## config.mk

```make
export PLATFORM = sky130hd
export DESIGN_NAME = wb_write_arbiter
export DESIGN_NICKNAME = d
export VERILOG_FILES = /design/src/rtl/wb_write_arbiter.sv
export SDC_FILE = /design/constraint.sdc
export NUM_CORES = 1
export LEC_CHECK = 0
export ABC_AREA = 1
export BUFFER_PORTS_ARGS = -buffer_cell sky130_fd_sc_hd__buf_2
export CORE_ASPECT_RATIO = 1.2
export CORE_MARGIN = 1.5
export CORE_UTILIZATION = 61
export DETAILED_ROUTE_END_ITERATION = 12
export PLACE_DENSITY = 0.84
export SKIP_LAST_GASP = 1
export SLEW_MARGIN = 20
export SYNTH_ARGS = -nofsm -noshare
export SYNTH_HDL_FRONTEND = slang
export SYNTH_SLANG_ARGS = --single-unit
```

## constraint.sdc

```tcl
create_clock -name clk -period 4.2 [get_ports clk]
set_input_delay 0.42 -clock clk [delete_from_list [all_inputs] [get_ports clk]]
set_output_delay 0.42 -clock clk [all_outputs]
set_load 0.01 [all_outputs]
```

## src/rtl/wb_write_arbiter.sv

```systemverilog
// Register-file write-port arbiter: the WB stage always wins, late mult/div results
// wait in a small FIFO and drain in WB-idle cycles, with a starvation-driven stall request.
module wb_write_arbiter #(
  parameter int DEPTH        = 4,
  parameter int STARVE_LIMIT = 8
) (
  input  logic                     clk,
  input  logic                     reset,
  input  logic                     wb_RegWr,
  input  logic [4:0]               wb_addr,
  input  logic [31:0]              wb_data,
  input  logic                     md_valid,
  input  logic [4:0]               md_addr,
  input  logic [31:0]              md_data,
  output logic                     md_ready,
  output logic                     rf_we,
  output logic [4:0]               rf_addr,
  output logic [31:0]              rf_data,
  output logic                     stall_req,
  output logic [$clog2(DEPTH):0]   pend_count
);

  localparam int PW = $clog2(DEPTH);
  localparam int SW = $clog2(STARVE_LIMIT + 1);
  localparam logic [PW:0]   CNT_DEPTH = (PW + 1)'(DEPTH);
  localparam logic [PW:0]   CNT_ONE   = (PW + 1)'(1);
  localparam logic [PW-1:0] PTR_ONE   = PW'(1);
  localparam logic [SW-1:0] LIMIT     = SW'(STARVE_LIMIT);
  localparam logic [SW-1:0] STV_ONE   = SW'(1);

  logic [4:0]       addr_q [DEPTH];
  logic [31:0]      data_q [DEPTH];
  logic [DEPTH-1:0] vld_q, vld_d;
  logic [PW-1:0]    rd_ptr_q, rd_ptr_d;
  logic [PW-1:0]    wr_ptr_q, wr_ptr_d;
  logic [PW:0]      cnt_q, cnt_d;
  logic [SW-1:0]    starve_q, starve_d;
  logic             stall_q, stall_d;
  logic             rf_we_q, rf_we_d;
  logic [4:0]       rf_addr_q, rf_addr_d;
  logic [31:0]      rf_data_q, rf_data_d;

  logic wb_active;
  logic fifo_empty;
  logic head_vld;
  logic pop_vld;
  logic pop_sq;
  logic pop;
  logic enq;

  assign wb_active  = wb_RegWr && (wb_addr != 5'd0);
  assign fifo_empty = (cnt_q == '0);
  assign head_vld   = !fifo_empty && vld_q[rd_ptr_q];
  assign pop_vld    = head_vld && !wb_active;
  // A squashed head carries no write, so it can leave even while WB owns the port.
  assign pop_sq     = !fifo_empty && !vld_q[rd_ptr_q];
  assign pop        = pop_vld || pop_sq;
  assign md_ready   = (cnt_q < CNT_DEPTH);
  assign enq        = md_valid && md_ready && (md_addr != 5'd0);

  always_comb begin
    vld_d    = vld_q;
    rd_ptr_d = rd_ptr_q;
    wr_ptr_d = wr_ptr_q;
    cnt_d    = cnt_q;
    // Queued results are older than the WB instruction; its write supersedes them.
    if (wb_active) begin
      for (int i = 0; i < DEPTH; i++) begin
        if (addr_q[i] == wb_addr) vld_d[i] = 1'b0;
      end
    end
    if (pop) begin
      vld_d[rd_ptr_q] = 1'b0;
      rd_ptr_d        = rd_ptr_q + PTR_ONE;
    end
    if (enq) begin
      vld_d[wr_ptr_q] = 1'b1;
      wr_ptr_d        = wr_ptr_q + PTR_ONE;
    end
    case ({enq, pop})
      2'b10:   cnt_d = cnt_q + CNT_ONE;
      2'b01:   cnt_d = cnt_q - CNT_ONE;
      default: cnt_d = cnt_q;
    endcase
  end

  always_comb begin
    starve_d = starve_q;
    if (pop_vld || fifo_empty) begin
      starve_d = '0;
    end else if (head_vld && (starve_q != LIMIT)) begin
      starve_d = starve_q + STV_ONE;
    end
    // Once raised, the stall holds until nothing valid remains to drain.
    if (stall_q) begin
      stall_d = |vld_d;
    end else begin
      stall_d = (starve_d == LIMIT);
    end
  end

  always_comb begin
    rf_we_d   = wb_active || pop_vld;
    rf_addr_d = rf_addr_q;
    rf_data_d = rf_data_q;
    if (wb_active) begin
      rf_addr_d = wb_addr;
      rf_data_d = wb_data;
    end else if (pop_vld) begin
      rf_addr_d = addr_q[rd_ptr_q];
      rf_data_d = data_q[rd_ptr_q];
    end
  end

  always_ff @(posedge clk or negedge reset) begin
    if (!reset) begin
      vld_q     <= '0;
      rd_ptr_q  <= '0;
      wr_ptr_q  <= '0;
      cnt_q     <= '0;
      starve_q  <= '0;
      stall_q   <= 1'b0;
      rf_we_q   <= 1'b0;
      rf_addr_q <= '0;
      rf_data_q <= '0;
    end else begin
      vld_q     <= vld_d;
      rd_ptr_q  <= rd_ptr_d;
      wr_ptr_q  <= wr_ptr_d;
      cnt_q     <= cnt_d;
      starve_q  <= starve_d;
      stall_q   <= stall_d;
      rf_we_q   <= rf_we_d;
      rf_addr_q <= rf_addr_d;
      rf_data_q <= rf_data_d;
    end
  end

  always_ff @(posedge clk) begin
    if (enq) begin
      addr_q[wr_ptr_q] <= md_addr;
      data_q[wr_ptr_q] <= md_data;
    end
  end

  assign rf_we      = rf_we_q;
  assign rf_addr    = rf_addr_q;
  assign rf_data    = rf_data_q;
  assign stall_req  = stall_q;
  assign pend_count = cnt_q;

endmodule

```

### Yosys cells after proc, flatten, opt, wreduce, memory -nomap -nowiden

Memory sizes are Yosys's and may differ from the RTL's.
Index checks and enable logic that the tools add are counted.

| storage, ports and cells | value |
|---|---|
| register bits after elaboration | 54 |
| bits in writable memories | 148 |
| input bits | 78 |
| output and inout bits | 43 |
| logic and storage cells | 76 |
| memories | 2 |

| operators by class | value |
|---|---|
| $add $sub $neg | 5 |
| magnitude comparators | 5 |
| equality and inequality tests | 8 |
| muxes and demuxes | 23 |
| bitwise logic cells | 3 |
| reduce and logical (&&, ||, !) cells | 21 |

Memories:

| name | depth | width | rd ports | clocked after Yosys merged registers in | write ports | line | source |
|---|---|---|---|---|---|---|---|
| data_q | 4 | 32 | 1 | 0 | 1 | 32 | `logic [31:0] data_q [DEPTH];` |
| addr_q | 4 | 5 | 5 | 0 | 1 | 31 | `logic [4:0] addr_q [DEPTH];` |

Operators by type and width:

| cell | count |
|---|---|
| two-way mux 32 bit | 2 |
| == test 5 bit | 4 |
| two-way mux 4 bit | 5 |
| two-way mux 1 bit | 10 |
| two-way mux 5 bit | 2 |
| nonzero test 5 bit | 2 |
| logical AND 1 bit | 9 |
| less-than comparator 2 x 3 -> 1 bit, second input constant | 2 |
| case mux 3 bit (2 select lines) | 1 |
| adder 2 x 1 -> 2 bit, second input constant | 2 |
| adder 4 x 1 -> 4 bit, second input constant | 1 |
| AND 4 bit | 1 |
| demux 1 bit (select 2 bit) | 2 |
| == test 4 bit, second input constant | 1 |
| greater-or-equal comparator 2 x 1 -> 1 bit, second input constant | 2 |
| inequality test 4 bit, second input constant | 1 |
| NOT 4 bit | 1 |
| OR 4 bit | 1 |
| nonzero test 2 bit | 2 |
| OR reduction 4 bit | 1 |
| adder 3 x 1 -> 3 bit, second input constant | 1 |
| logical NOT 1 bit | 3 |
| logical NOT 3 bit | 1 |
| logical OR 1 bit | 3 |
| other kinds (5) | 5 |

### Longest topological paths before layout

Gate-level depths: netlist of the first run.

| depth | value |
|---|---|
| word-level depth | 11 |
| gate-level depth with buffers | 16 |
| depth with buffers taken out | 14 |

### Least setup slack after synthesis of the first run

Ideal clock, no wire load.

| timing | value |
|---|---|
| path type | input port to flip-flop |
| start point | input port wb_addr[2] |
| end point | register cnt_q[2] (netlist: pend_count[2]) |
| arrival | 2,113 ps |
| required time | 4,069 ps |
| setup slack | 1,957 ps |
| cell stages on the path | 14 |
| buffers on the path | 1 |
| path through | clkbuf_2 nor2_1 nand3_1 nand2_2 inv_2 nand2_2 nand2_1 inv_1 ha_1 inv_1 fa_1 a21oi_1 o21ai_0 xor2_1 |

| between the ends | value |
|---|---|
| longest elaborated chain between the ends | 7 |
| elaborated cells on any way between the ends | 9 |

Ends and longest elaborated chain:

| element | line | source |
|---|---|---|
| start, declared | 10 | `input logic [4:0] wb_addr,` |
| nonzero test 5 bit (*) | 51 | `assign wb_active = wb_RegWr && (wb_addr != 5'd0);` |
| logical AND 1 bit (*) | 51 |  |
| logical NOT 1 bit (*) | 54 | `assign pop_vld = head_vld && !wb_active;` |
| logical AND 1 bit (*) | 54 |  |
| logical OR 1 bit (*) | 57 | `assign pop = pop_vld \|\| pop_sq;` |
| == test 2 x 1 -> 1 bit / == test 2 bit (equally long branches) | 80 | `case ({enq, pop})` |
| case mux 3 bit (2 select lines) / nonzero test 2 bit (equally long branches) | - |  |
| end signal, assigned | 130 | `cnt_q <= cnt_d;` |
| end, declared | 36 | `logic [PW:0] cnt_q, cnt_d;` |

Mark *: on every way between the ends. The rest lies on a longest branch, timed or not.
A chain may end at the register's enable or synchronous reset.

### Worst setup path in the final report of the first run

| timing | value |
|---|---|
| start point | register rd_ptr_q[0] |
| end point | register rf_addr_q[2] (netlist: rf_addr[2]) |

| between the ends | value |
|---|---|
| longest elaborated chain between the ends | 5 |
| elaborated cells on any way between the ends | 8 |

Ends and longest elaborated chain:

| element | line | source |
|---|---|---|
| start, declared | 34 | `logic [PW-1:0] rd_ptr_q, rd_ptr_d;` |
| start signal, assigned | 128 | `rd_ptr_q <= rd_ptr_d;` |
| binary-select mux 1 bit (select 2 bit) | 53 | `assign head_vld = !fifo_empty && vld_q[rd_ptr_q];` |
| two-way mux 1 bit (not written as such) | 53 |  |
| logical AND 1 bit | 53 |  |
| logical AND 1 bit | 54 |  |
| nonzero test 2 bit (no source line) | - |  |
| end signal, assigned | 134 | `rf_addr_q <= rf_addr_d;` |
| end, declared | 40 | `logic [4:0] rf_addr_q, rf_addr_d;` |

Several ways; a longest one is shown, not always the timed one. The select of a mux whose other input is x is not followed.

==> results of run 1 <==
==> layer usage <==
metal | up-vias | GRT usage, % | share of wire, %
met5 | - | 0 | 0
met4 | 0 | 10.11 | 2.7
met3 | 38 | 4.092 | 7.5
met2 | 241 | 43.11 | 51
met1 | 2772 | 31.66 | 39
li1 | 2806 | - | -
==> cells by family (layout without fill, tap and decap cells) <==
logic type,after synthesis,count (layout)
other,0,1
adders and majority gates,12,12
xor gates and xnor gates,22,22
buffers and inverters,81,197
and+or+nand+nor,273,273
DFF,202,202
AOI/OAI and AO/OA,157,157
==> placed cells by master (no fill, tap or decap), types with 3 or more instances in the layout <==
master	count
inv_1	29
buf_2	120
nor2_1	115
nand3_1	20
ha_1	11
a31oi_1	32
xnor2_1	14
o21ai_0	78
o22ai_1	34
clkbuf_16	19
xor2_1	8
dfrtp_1	53
clkbuf_1	4
o211ai_1	3
inv_2	8
nand3b_1	3
nand2_2	4
nand2_1	126
edfxtp_1	148
a21oi_1	9
clkinvlp_4	3
clkinv_2	5
buf_4	7
==> where the power goes <==
part | leakage [uW] | internal [uW] | switching, uW
sequential | 0.00198 | 2640 | 278
combinational | 0.00163 | 798 | 1510
clock | 0.000268 | 853 | 705
total | 0.00388 | 4290 | 2490
==> critical path: cells and delay by family, from the launching register on <==
kind / cells / cell delay, ns
and+or+nand+nor: 6 / 0.94
buffers and inverters: 4 / 1.16
DFF: 1 / 0.63
AOI/OAI and AO/OA: 1 / 0.09
==> sequential cells by signal (all words and copies together) (netlist names) <==
register    cells
vld_q           4
rd_ptr_q        2
rf_addr         5
rf_we           1
addr_q         20
rf_data        32
stall_req       1
starve_q        4
wr_ptr_q        2
pend_count      3
data_q        128
==> path summary, 6_finish.rpt <==
path	endpoint	slack (ns)	cells after the start
worst min-delay path	rf_addr[4]	0.03	1
min in group clk	data_q[1][5]	0.14	1
worst max-delay path	rf_addr[2]	1.20	11
worst min register to register	rf_addr[4]	0.49	2
worst max register to register	rf_addr[2]	1.20	11
max in group asynchronous	rf_data[29]	3.36	2
==> through the flow <==
stage	total power [uW]	cell area, sq um	cells	utilization, %
after CTS	6805	9697	1034	70.77
after global routing	7212	9699	1035	70.79
after detailed placement	5238	9141	1001	66.72
after global placement	5137	9141	1001	66.72
final	6784	9699	1035	70.79
after floorplan	4558	8501	747	-
==> layout make-up <==
| cell class | instances | area [sq um] | area share [%] |
|---|---|---|---|
| clock inverter | 9 | 51.30 | 0.5289 |
| multi-input combinational | 464 | 2338 | 24.11 |
| tap | 171 | 214.0 | 2.206 |
| timing repair buffer | 127 | 653.1 | 6.734 |
| antenna | 1 | 2.502 | 0.02580 |
| sequential | 202 | 5797 | 59.77 |
| inverter | 37 | 138.9 | 1.432 |
| clock buffer | 24 | 504.2 | 5.199 |
==> results by group, run 1 <==
STA
  – RSZ-0062 raised after global routing: false
  – Hold slack: 0.02557 ns
  – Tcrit/Tclk final: 71.39%
  – Endpoints failing setup: 0
  – Tmin final: 2.998 ns
  – Max-Slew Margin vs Limit: 36.84%
  – Layout Skew: 0.008168 ns
  – FMAX: 333.5 MHz
  – Worst-Margin Slew: 0.9460 ns
  – Fin. max-slew vios: 0
  – Final worst slack: 1.202 ns
  – Setup TNS: 0 ns
  – Final Hold Fails: 0

Cells and area
  – Share of layout cells above drive strength 1: 20.05%
  – Area growth, synth to finish: 14.10%
  – Final #Nets: 941
  – Number of fill cells: 945

Synthesis
  – Mux cell area share after synthesis: 0%
  – Yosys warning count: 0
  – Simple-gate share of the synthesized area: 13.04%
  – Xor-xnor portion of the synthesized cell area: 2.267%
  – Ys async rst share: 26.73%
  – Number of flops mapped to enable cells by yosys: 148
  – Sequential area share after synthesis: 68.18%
  – Top cell type by total area after synthesis: edfxtp_1
  – Post-synth top cells: 148 x edfxtp_1, 126 x nand2_1, 115 x nor2_1
  – Cell Area, Synth: 8501 sq um
  – Post-synth net total: 837
  – Ys flop type: edfxtp_1
  – Post-synthesis instance total: 747
  – Post-Syn Area per Cell: 11.38 sq um
  – Cell variety after synth: 29
  – Largest family of logic cells by synthesized area: simple AND/OR/NAND/NOR gates
  – Synth Area in Compound Gates: 10.35%
  – Adder-Cell Fraction of Synth Area: 1.855%
  – Count leader, synth: edfxtp_1
  – Yosys top cell area share: 52.28%
  – Yosys reg bits: 202
  – Area contributors post-synth: edfxtp_1 52%, dfrtp_1 16%, nand2_1 5.6%, nor2_1 5.1%, o21ai_0 4.6%

Critical path
  – CP required: 4.55 ns
  – Crit path max fanout: 38
  – Reg2reg start: rd_ptr_q[0]
  – CP endpoint kind: flip-flop
  – Slowest CP cell: dfrtp_2
  – Worst EP arrival: 3.34 ns
  – Max stage delay on crit path: 0.63 ns
  – Cell Chain, Critical Path: inv_2, nand2_1, nand3_1, nand2_4, nor2_8, inv_2, nand2_2, buf_4, inv_1, nand2_1, o211ai_1
  – Kind of critical path: reg2reg
  – CP startpoint: rd_ptr_q[0]
  – Startpoint Class: flip-flop

Die
  – Die width: 110.8 um
  – Initial core utilization: 62.04%
  – Die Area: 14660 sq um
  – Core Rows: 47
  – Core area: 13700 sq um
  – Ports: 121
  – Die height: 132.3 um

Pwr
  – Worst VDD drop: 0.0007102 V
  – P_leak: 0.003881 uW
  – Pwr/cell area: 699.4 nW/um^2

CTS
  – Maximum buffer depth of the clock tree: 3
  – Hold_buf cts: 0
  – Clk_lat worst skew: 0.49 ns
  – CTS resizes: 0
  – H-tree Lvls: 1
  – CTS sink count: 202
  – Post-CTS Setup Bufs: 0
  – Num CTS Buffers: 19
  – CTS clk-pin slew, worst paths: 0.06 ns
  – CTS tree: done
  – Root buf cell: clkbuf_16

Detailed routing
  – Via count: 5857
  – Initial drt markers: 542
  – Post-DR wirelength/cell: 17.39 um
  – Drt pass-1 iters: 5
  – Post-route DRC: 0
  – Via/cell ratio: 5.659
  – Drt total wl: 18000 um
  – Final ANT Viol Nets: 0

Flow run
  – Max cap viols: 0

Placement
  – Setup slack at placement: 1.268 ns
  – Placed wire-length estimate: 10860 um
  – Routability congestion estimate: 0.8003
  – Port Buf Inserts: 120

Global route
  – Vias in the first global route: 5928
  – Initial antenna violation count: 1
  – Largest net degree at the start of global routing: 51
  – Total gr overflow: 0
  – Total global-route track usage: 24.96%
  – First-pass GRT wire length: 28950 um

Run status
  – Status: completed

Worst hold path
  – Type of the worst min-delay path: in2async
(Power assumes the default switching activity.)
==> inputs of run 2 (changes only) <==
--- a/config.mk
+++ b/config.mk
@@ -5,13 +5,13 @@
 export SDC_FILE = /design/constraint.sdc
 export NUM_CORES = 1
 export LEC_CHECK = 0
-export ABC_AREA = 1
+export ABC_AREA = 0
 export BUFFER_PORTS_ARGS = -buffer_cell sky130_fd_sc_hd__buf_2
 export CORE_ASPECT_RATIO = 1.2
 export CORE_MARGIN = 1.5
-export CORE_UTILIZATION = 61
+export CORE_UTILIZATION = 57
 export DETAILED_ROUTE_END_ITERATION = 12
-export PLACE_DENSITY = 0.84
+export PLACE_DENSITY = 0.8
 export SKIP_LAST_GASP = 1
 export SLEW_MARGIN = 20
 export SYNTH_ARGS = -nofsm -noshare
==> constraint.sdc (replaced) <==
create_clock -name clk -period 2.8 [get_ports clk]
set_input_delay 0.28 -clock clk [delete_from_list [all_inputs] [get_ports clk]]
set_output_delay 0.28 -clock clk [all_outputs]
set_load 0.01 [all_outputs]
==> results by group, run 2 <==
CTS
  – Root buf cell: clkbuf_16
  – Num CTS Buffers: 20
  – H-tree Lvls: 1
  – Clk_lat worst skew: 0.49 ns
  – CTS tree: done
  – Maximum buffer depth of the clock tree: 3
  – CTS clk-pin slew, worst paths: 0.06 ns
  – CTS sink count: 202

Global route
  – First-pass GRT wire length: 27320 um
  – Initial antenna violation count: 1
  – Total gr overflow: 0
  – Total global-route track usage: 23.63%
  – Largest net degree at the start of global routing: 70
  – Vias in the first global route: 5129

STA
  – Final Hold Fails: 0
  – Tcrit/Tclk final: 85.52%
  – Fin. max-slew vios: 0
  – RSZ-0062 raised after global routing: false
  – Endpoints failing setup: 0
  – Tmin final: 2.395 ns
  – Layout Skew: 0.009953 ns
  – Max-Slew Margin vs Limit: 48.31%
  – Setup TNS: 0 ns
  – FMAX: 417.6 MHz
  – Worst-Margin Slew: 0.7754 ns

Detailed routing
  – Drt total wl: 17500 um
  – Initial drt markers: 331
  – Highest Signal Layer: met4
  – Via/cell ratio: 5.726
  – Final ANT Viol Nets: 0
  – Post-DR wirelength/cell: 20.78 um
  – Drt pass-1 iters: 4
  – DR WL met2: 9325 um
  – Via count: 4821
  – Metal-1 WL: 6541 um
  – Met3 routed WL: 1185 um
  – Post-route DRC: 0

Placement
  – Placed Cells: 770
  – Placed wire-length estimate: 11240 um
  – Routability congestion estimate: 0.9076
  – Port Buf Inserts: 120

Cells and area
  – Reg with most FFs: data_q
  – Commonest non-fill, non-tap cells in the layout: 148 x edfxtp_1, 120 x buf_2, 52 x dfrtp_1
  – Final #Nets: 742
  – Share of layout cells above drive strength 1: 32.13%
  – Fin cells: 842
  – Max reg flops: 128
  – Area growth, synth to finish: 21.35%
  – Most common cell after layout, fill and taps aside: edfxtp_1
  – Number of fill cells: 934

Die
  – Core area: 14290 sq um
  – Die Area: 15310 sq um
  – Die width: 113.2 um
  – Ports: 121
  – Core Rows: 48
  – Initial core utilization: 58.13%
  – Die height: 135.3 um

Critical path
  – Worst EP arrival: 2.81 ns
  – CP required: 3.21 ns
  – Startpoint Class: flip-flop
  – Crit path max fanout: 7
  – Kind of critical path: reg2reg
  – CP endpoint kind: flip-flop

Synthesis
  – Yosys top cell area share: 53.49%
  – Ys async rst share: 26.73%
  – Top cell type by total area after synthesis: edfxtp_1
  – Ys flop type: edfxtp_1
  – Number of flops mapped to enable cells by yosys: 148
  – Post-Syn Area per Cell: 16.99 sq um
  – Post-synthesis instance total: 489
  – Yosys warning count: 0
  – Area contributors post-synth: edfxtp_1 53%, dfrtp_1 16%, mux4_2 10%, mux2i_1 4.6%, o21ai_0 2.6%
  – Yosys reg bits: 202
  – Post-synth top cells: 148 x edfxtp_1, 54 x dfrtp_1, 47 x nand2_1
  – Post-synth net total: 579
  – Cell Area, Synth: 8309 sq um
  – Count leader, synth: edfxtp_1
  – Sequential area share after synthesis: 69.75%
  – Cell variety after synth: 41

Pwr
  – Pwr Total: 9768 uW
  – Worst VDD drop: 0.0006571 V
  – Pwr/cell area: 968.8 nW/um^2
  – P_leak: 0.004044 uW

Worst hold path
  – Type of the worst min-delay path: in2reg

Run status
  – Status: completed

Flow run
  – Max cap viols: 0
run 2: cell types whose count changed after synthesis, sizes merged, moves of 25 or more:
cell and delta:
a31oi -30, inv -25, mux2i +38, mux4 +38, nand2 -84, nor2 -108
o21ai -34, o22ai -34
run 2: layer usage:
metal | up-vias | GRT usage, %
met5 | - | 0
met4 | 0 | 8.681
met3 | 29 | 4.027
met2 | 205 | 41.25
met1 | 2387 | 30.06
li1 | 2200 | -
run 2: where the power goes:
group / switching (uW) / internal, uW
combinational: 1700 / 1480
sequential: 258 / 3850
clock: 1060 / 1430
total: 3010 / 6760
run 2: worst paths after layout:
check / start / to / slack, ns / cells past startpoint
max reg2reg: rd_ptr_q[0] / pend_count[2] / 0.41 / 9
min in group asynchronous: reset / pend_count[0] / 0.27 / 2
max in group asynchronous: reset / rf_data[19] / 1.84 / 3
min: wb_data[6] / rf_data[6] / 0.01 / 3
min reg2reg: pend_count[0] / pend_count[0] / 0.55 / 1
max: rd_ptr_q[0] / pend_count[2] / 0.41 / 9
run 2: cell type report:
class / instances / area, sq um / area share [%]
flip-flops and latches: 202 / 5798 / 57.50
multi-input cells: 250 / 2360 / 23.40
repair buffers: 166 / 1046 / 10.37
clock buffers: 28 / 571.8 / 5.671
well taps: 175 / 219.0 / 2.171
inverters: 12 / 45.04 / 0.4467
clock inverters: 8 / 41.29 / 0.4095
diodes: 1 / 2.502 / 0.02482
run 2: metrics by stage:
| step | utilization [%] | worst slack, ns | instance area (sq um) | hold WS (ns) |
|---|---|---|---|---|
| after global routing | 70.53 | 0.2879 | 10080 | 0.002566 |
| final | 70.54 | 0.4053 | 10080 | 0.01446 |
| after floorplan | - | 0.3998 | 8309 | -0.01559 |
| after global placement | 63.74 | 0.2794 | 9111 | 0.2363 |
| after CTS | 70.48 | 0.4125 | 10070 | 0.0001444 |
| after detailed placement | 63.74 | 0.2518 | 9111 | 0.2387 |
run 2: kinds of logic after synthesis:
logic type | count (synthesis) | synth area share (%)
AO/OA/AOI/OAI | 61 | 4.472
XOR/XNOR | 25 | 2.635
adder cells (fa/ha/maj) | 12 | 1.897
buffers and inverters | 37 | 2.033
flip-flops | 202 | 69.75
multiplexers | 76 | 14.88
AND/OR/NAND/NOR | 76 | 4.337
run 2: worst max-delay path, cell delays in order, from the launching register on:
cell	delay (ns)
dfrtp_2	0.37
mux4_2	0.59
o211a_4	0.22
nor2_8	0.13
ha_1	0.19
inv_1	0.06
fa_1	0.38
xor2_1	0.15
nor2_1	0.11
xnor2_1	0.12
run 2: what timing repair did:
action,in CTS,in global routing
hold buffers,35,0
resized for setup,0,0
buffers inserted,0,0
hold endpoints to repair,89,0
==> inputs of run 3 (changes only) <==
--- a/config.mk
+++ b/config.mk
@@ -9,9 +9,9 @@
 export BUFFER_PORTS_ARGS = -buffer_cell sky130_fd_sc_hd__buf_2
 export CORE_ASPECT_RATIO = 1.2
 export CORE_MARGIN = 1.5
-export CORE_UTILIZATION = 57
+export CORE_UTILIZATION = 40
 export DETAILED_ROUTE_END_ITERATION = 12
-export PLACE_DENSITY = 0.8
+export PLACE_DENSITY = 0.59
 export SKIP_LAST_GASP = 1
 export SLEW_MARGIN = 20
 export SYNTH_ARGS = -nofsm -noshare
==> constraint.sdc (replaced) <==
create_clock -name clk -period 2.5 [get_ports clk]
set_input_delay 0.25 -clock clk [delete_from_list [all_inputs] [get_ports clk]]
set_output_delay 0.25 -clock clk [all_outputs]
set_load 0.01 [all_outputs]
==> results by group, run 3 (same netlist as run 2, synthesis figures left out) <==
Run status
  – Status: completed

STA
  – FMAX: 424.1 MHz
  – Fin. max-slew vios: 0
  – RSZ-0062 raised after global routing: false
  – Max-Slew Margin vs Limit: 45.86%
  – Endpoints failing setup: 0
  – Setup TNS: 0 ns
  – Layout Skew: 0.01664 ns
  – Tmin final: 2.358 ns
  – Tcrit/Tclk final: 94.33%
  – Final Hold Fails: 0
  – Worst-Margin Slew: 0.8121 ns

Pwr
  – Worst VDD drop: 0.0006197 V
  – Int Power: 8140 uW
  – P_leak: 0.004311 uW
  – Switching share of power: 29.81%
  – Flop pwr share: 39.5%
  – Clock power share: 29.0%
  – Pwr Total: 11600 uW
  – Pwr/cell area: 1075 nW/um^2
  – Switch Pwr: 3458 uW
  – Combinational share of power: 31.5%

Die
  – Die Area: 21650 sq um
  – Die width: 134.6 um
  – Die height: 160.9 um
  – Ports: 121
  – Core Rows: 57
  – Initial core utilization: 40.88%
  – Core area: 20330 sq um

CTS
  – CTS tree: done
  – Clk_lat worst skew: 0.50 ns
  – CTS sink count: 202
  – CTS clk-pin slew, worst paths: 0.06 ns
  – Maximum buffer depth of the clock tree: 3
  – Root buf cell: clkbuf_16
  – H-tree Lvls: 1
  – Num CTS Buffers: 22

Cells and area
  – Share of layout cells above drive strength 1: 31.93%
  – Area growth, synth to finish: 29.88%
  – Final #Nets: 788
  – # diodes: 0
  – Fin cells: 979
  – Max reg flops: 128
  – Number of fill cells: 1660
  – Most common cell after layout, fill and taps aside: edfxtp_1
  – Commonest non-fill, non-tap cells in the layout: 148 x edfxtp_1, 120 x buf_2, 70 x dlygate4sd3_1
  – Reg with most FFs: data_q
  – Core Util, Final: 53.09%

Worst hold path
  – Type of the worst min-delay path: in2reg

Detailed routing
  – Post-DR wirelength/cell: 18.60 um
  – Initial drt markers: 359
  – Final ANT Viol Nets: 0
  – Via count: 4933
  – Via/cell ratio: 5.039
  – Drt total wl: 18210 um
  – Post-route DRC: 0
  – Drt pass-1 iters: 4

Global route
  – Total global-route track usage: 17.52%
  – Total gr overflow: 0
  – First-pass GRT wire length: 29020 um
  – Vias in the first global route: 5331
  – Initial antenna violation count: 0
  – Largest net degree at the start of global routing: 41

Critical path
  – Cell mode on critical path: inv_1
  – Slowest CP cell: or4_4
  – Cell Chain, Critical Path: dlygate4sd3_1, buf_2, or4_4, o211a_1, inv_1, ha_1, inv_1, fa_1, xor2_1, nor2_1, xnor2_1
  – Flop2flop setup slack: 0.17 ns
  – Max stage delay on crit path: 0.55 ns
  – Crit path max fanout: 5
  – CP delay by family, top: buffers and inverters
  – CP required: 2.92 ns
  – Worst EP arrival: 2.78 ns
  – CP bufs+invs: 4
  – CP endpoint kind: flip-flop
  – Kind of critical path: in2reg
  – Startpoint Class: primary input

Placement
  – Port Buf Inserts: 120
  – Routability congestion estimate: 0.8652
  – Placed wire-length estimate: 11640 um
  – Placed Cells: 869

Flow run
  – Max cap viols: 0
run 3: cell count changes in the layout (fill, tap and decap cells not counted), sizes merged:
cell	previous run	this run
dlygate4sd3	35	70
buf	131	140
clkbuf	28	34
clkinv	7	3
bufinv	0	3
diode	1	0
inv	13	12
run 3: power groups by stage:
stage / logic, uW / registers, uW / clock network (uW)
2_1_floorplan: 2390 / 4730 / 0
3_3_place_gp: 3570 / 4610 / 0
3_5_place_dp: 3630 / 4650 / 0
4_1_cts: 3730 / 4580 / 3460
5_1_grt: 4000 / 4650 / 3570
6_report: 3650 / 4580 / 3360
run 3: stage by stage:
| step | area (sq um) | hold WS, ns | setup slack [ns] |
|---|---|---|---|
| after global placement | 9316 | 0.3490 | 0.1244 |
| final | 10790 | 0.1145 | 0.1418 |
| after CTS | 10790 | 0.1034 | 0.09483 |
| after floorplan | 8309 | -0.04559 | 0.1298 |
| after global routing | 10790 | 0.1245 | 0.004915 |
| after detailed placement | 9316 | 0.3546 | 0.1188 |
run 3: layer usage:
layer  GRT usage (%)  vias to the layer above  part of all wire [%]
li1                -                     2280                     -
met1           21.59                     2468                    41
met2           31.61                      157                    52
met3           2.620                       28                   4.9
met4           5.474                        0                   2.4
met5               0                        -                     0
run 3: timing repair:
| action | in CTS | in global routing |
|---|---|---|
| setup endpoints to repair | 0 | 1 |
| hold buffers | 70 | 0 |
| endpoints found under the hold margin | 203 | 0 |
| buffers inserted | 0 | 0 |
| gates resized for setup | 0 | 1 |
run 3: layout make-up:
type,count,area [sq um],area share (%)
clock inverter,6,115.1,1.067
sequential,202,5798,53.73
clock buffer,34,655.6,6.075
timing repair buffer,210,1489,13.80
tap,265,331.6,3.072
inverter,12,45.04,0.4174
multi-input combinational,250,2357,21.84
run 3: final timing paths:
path	from	end	cells past startpoint
max	md_addr[0]	pend_count[2]	11
max reg2reg	vld_q[3]	pend_count[2]	9
max in group asynchronous	reset	rd_ptr_q[0]	3
min in group asynchronous	reset	starve_q[3]	2
min reg2reg	stall_req	stall_req	1
min	wb_addr[4]	rf_addr[4]	3
run 3: worst reg2reg max path, cell delays in order (launching register included):
cell and delay (ns):
dfrtp_1 0.39, mux4_2 0.57, o211a_4 0.22, nor2_8 0.09
ha_1 0.17, inv_1 0.06, fa_1 0.37, xor2_1 0.15
nor2_1 0.11, xnor2_1 0.12
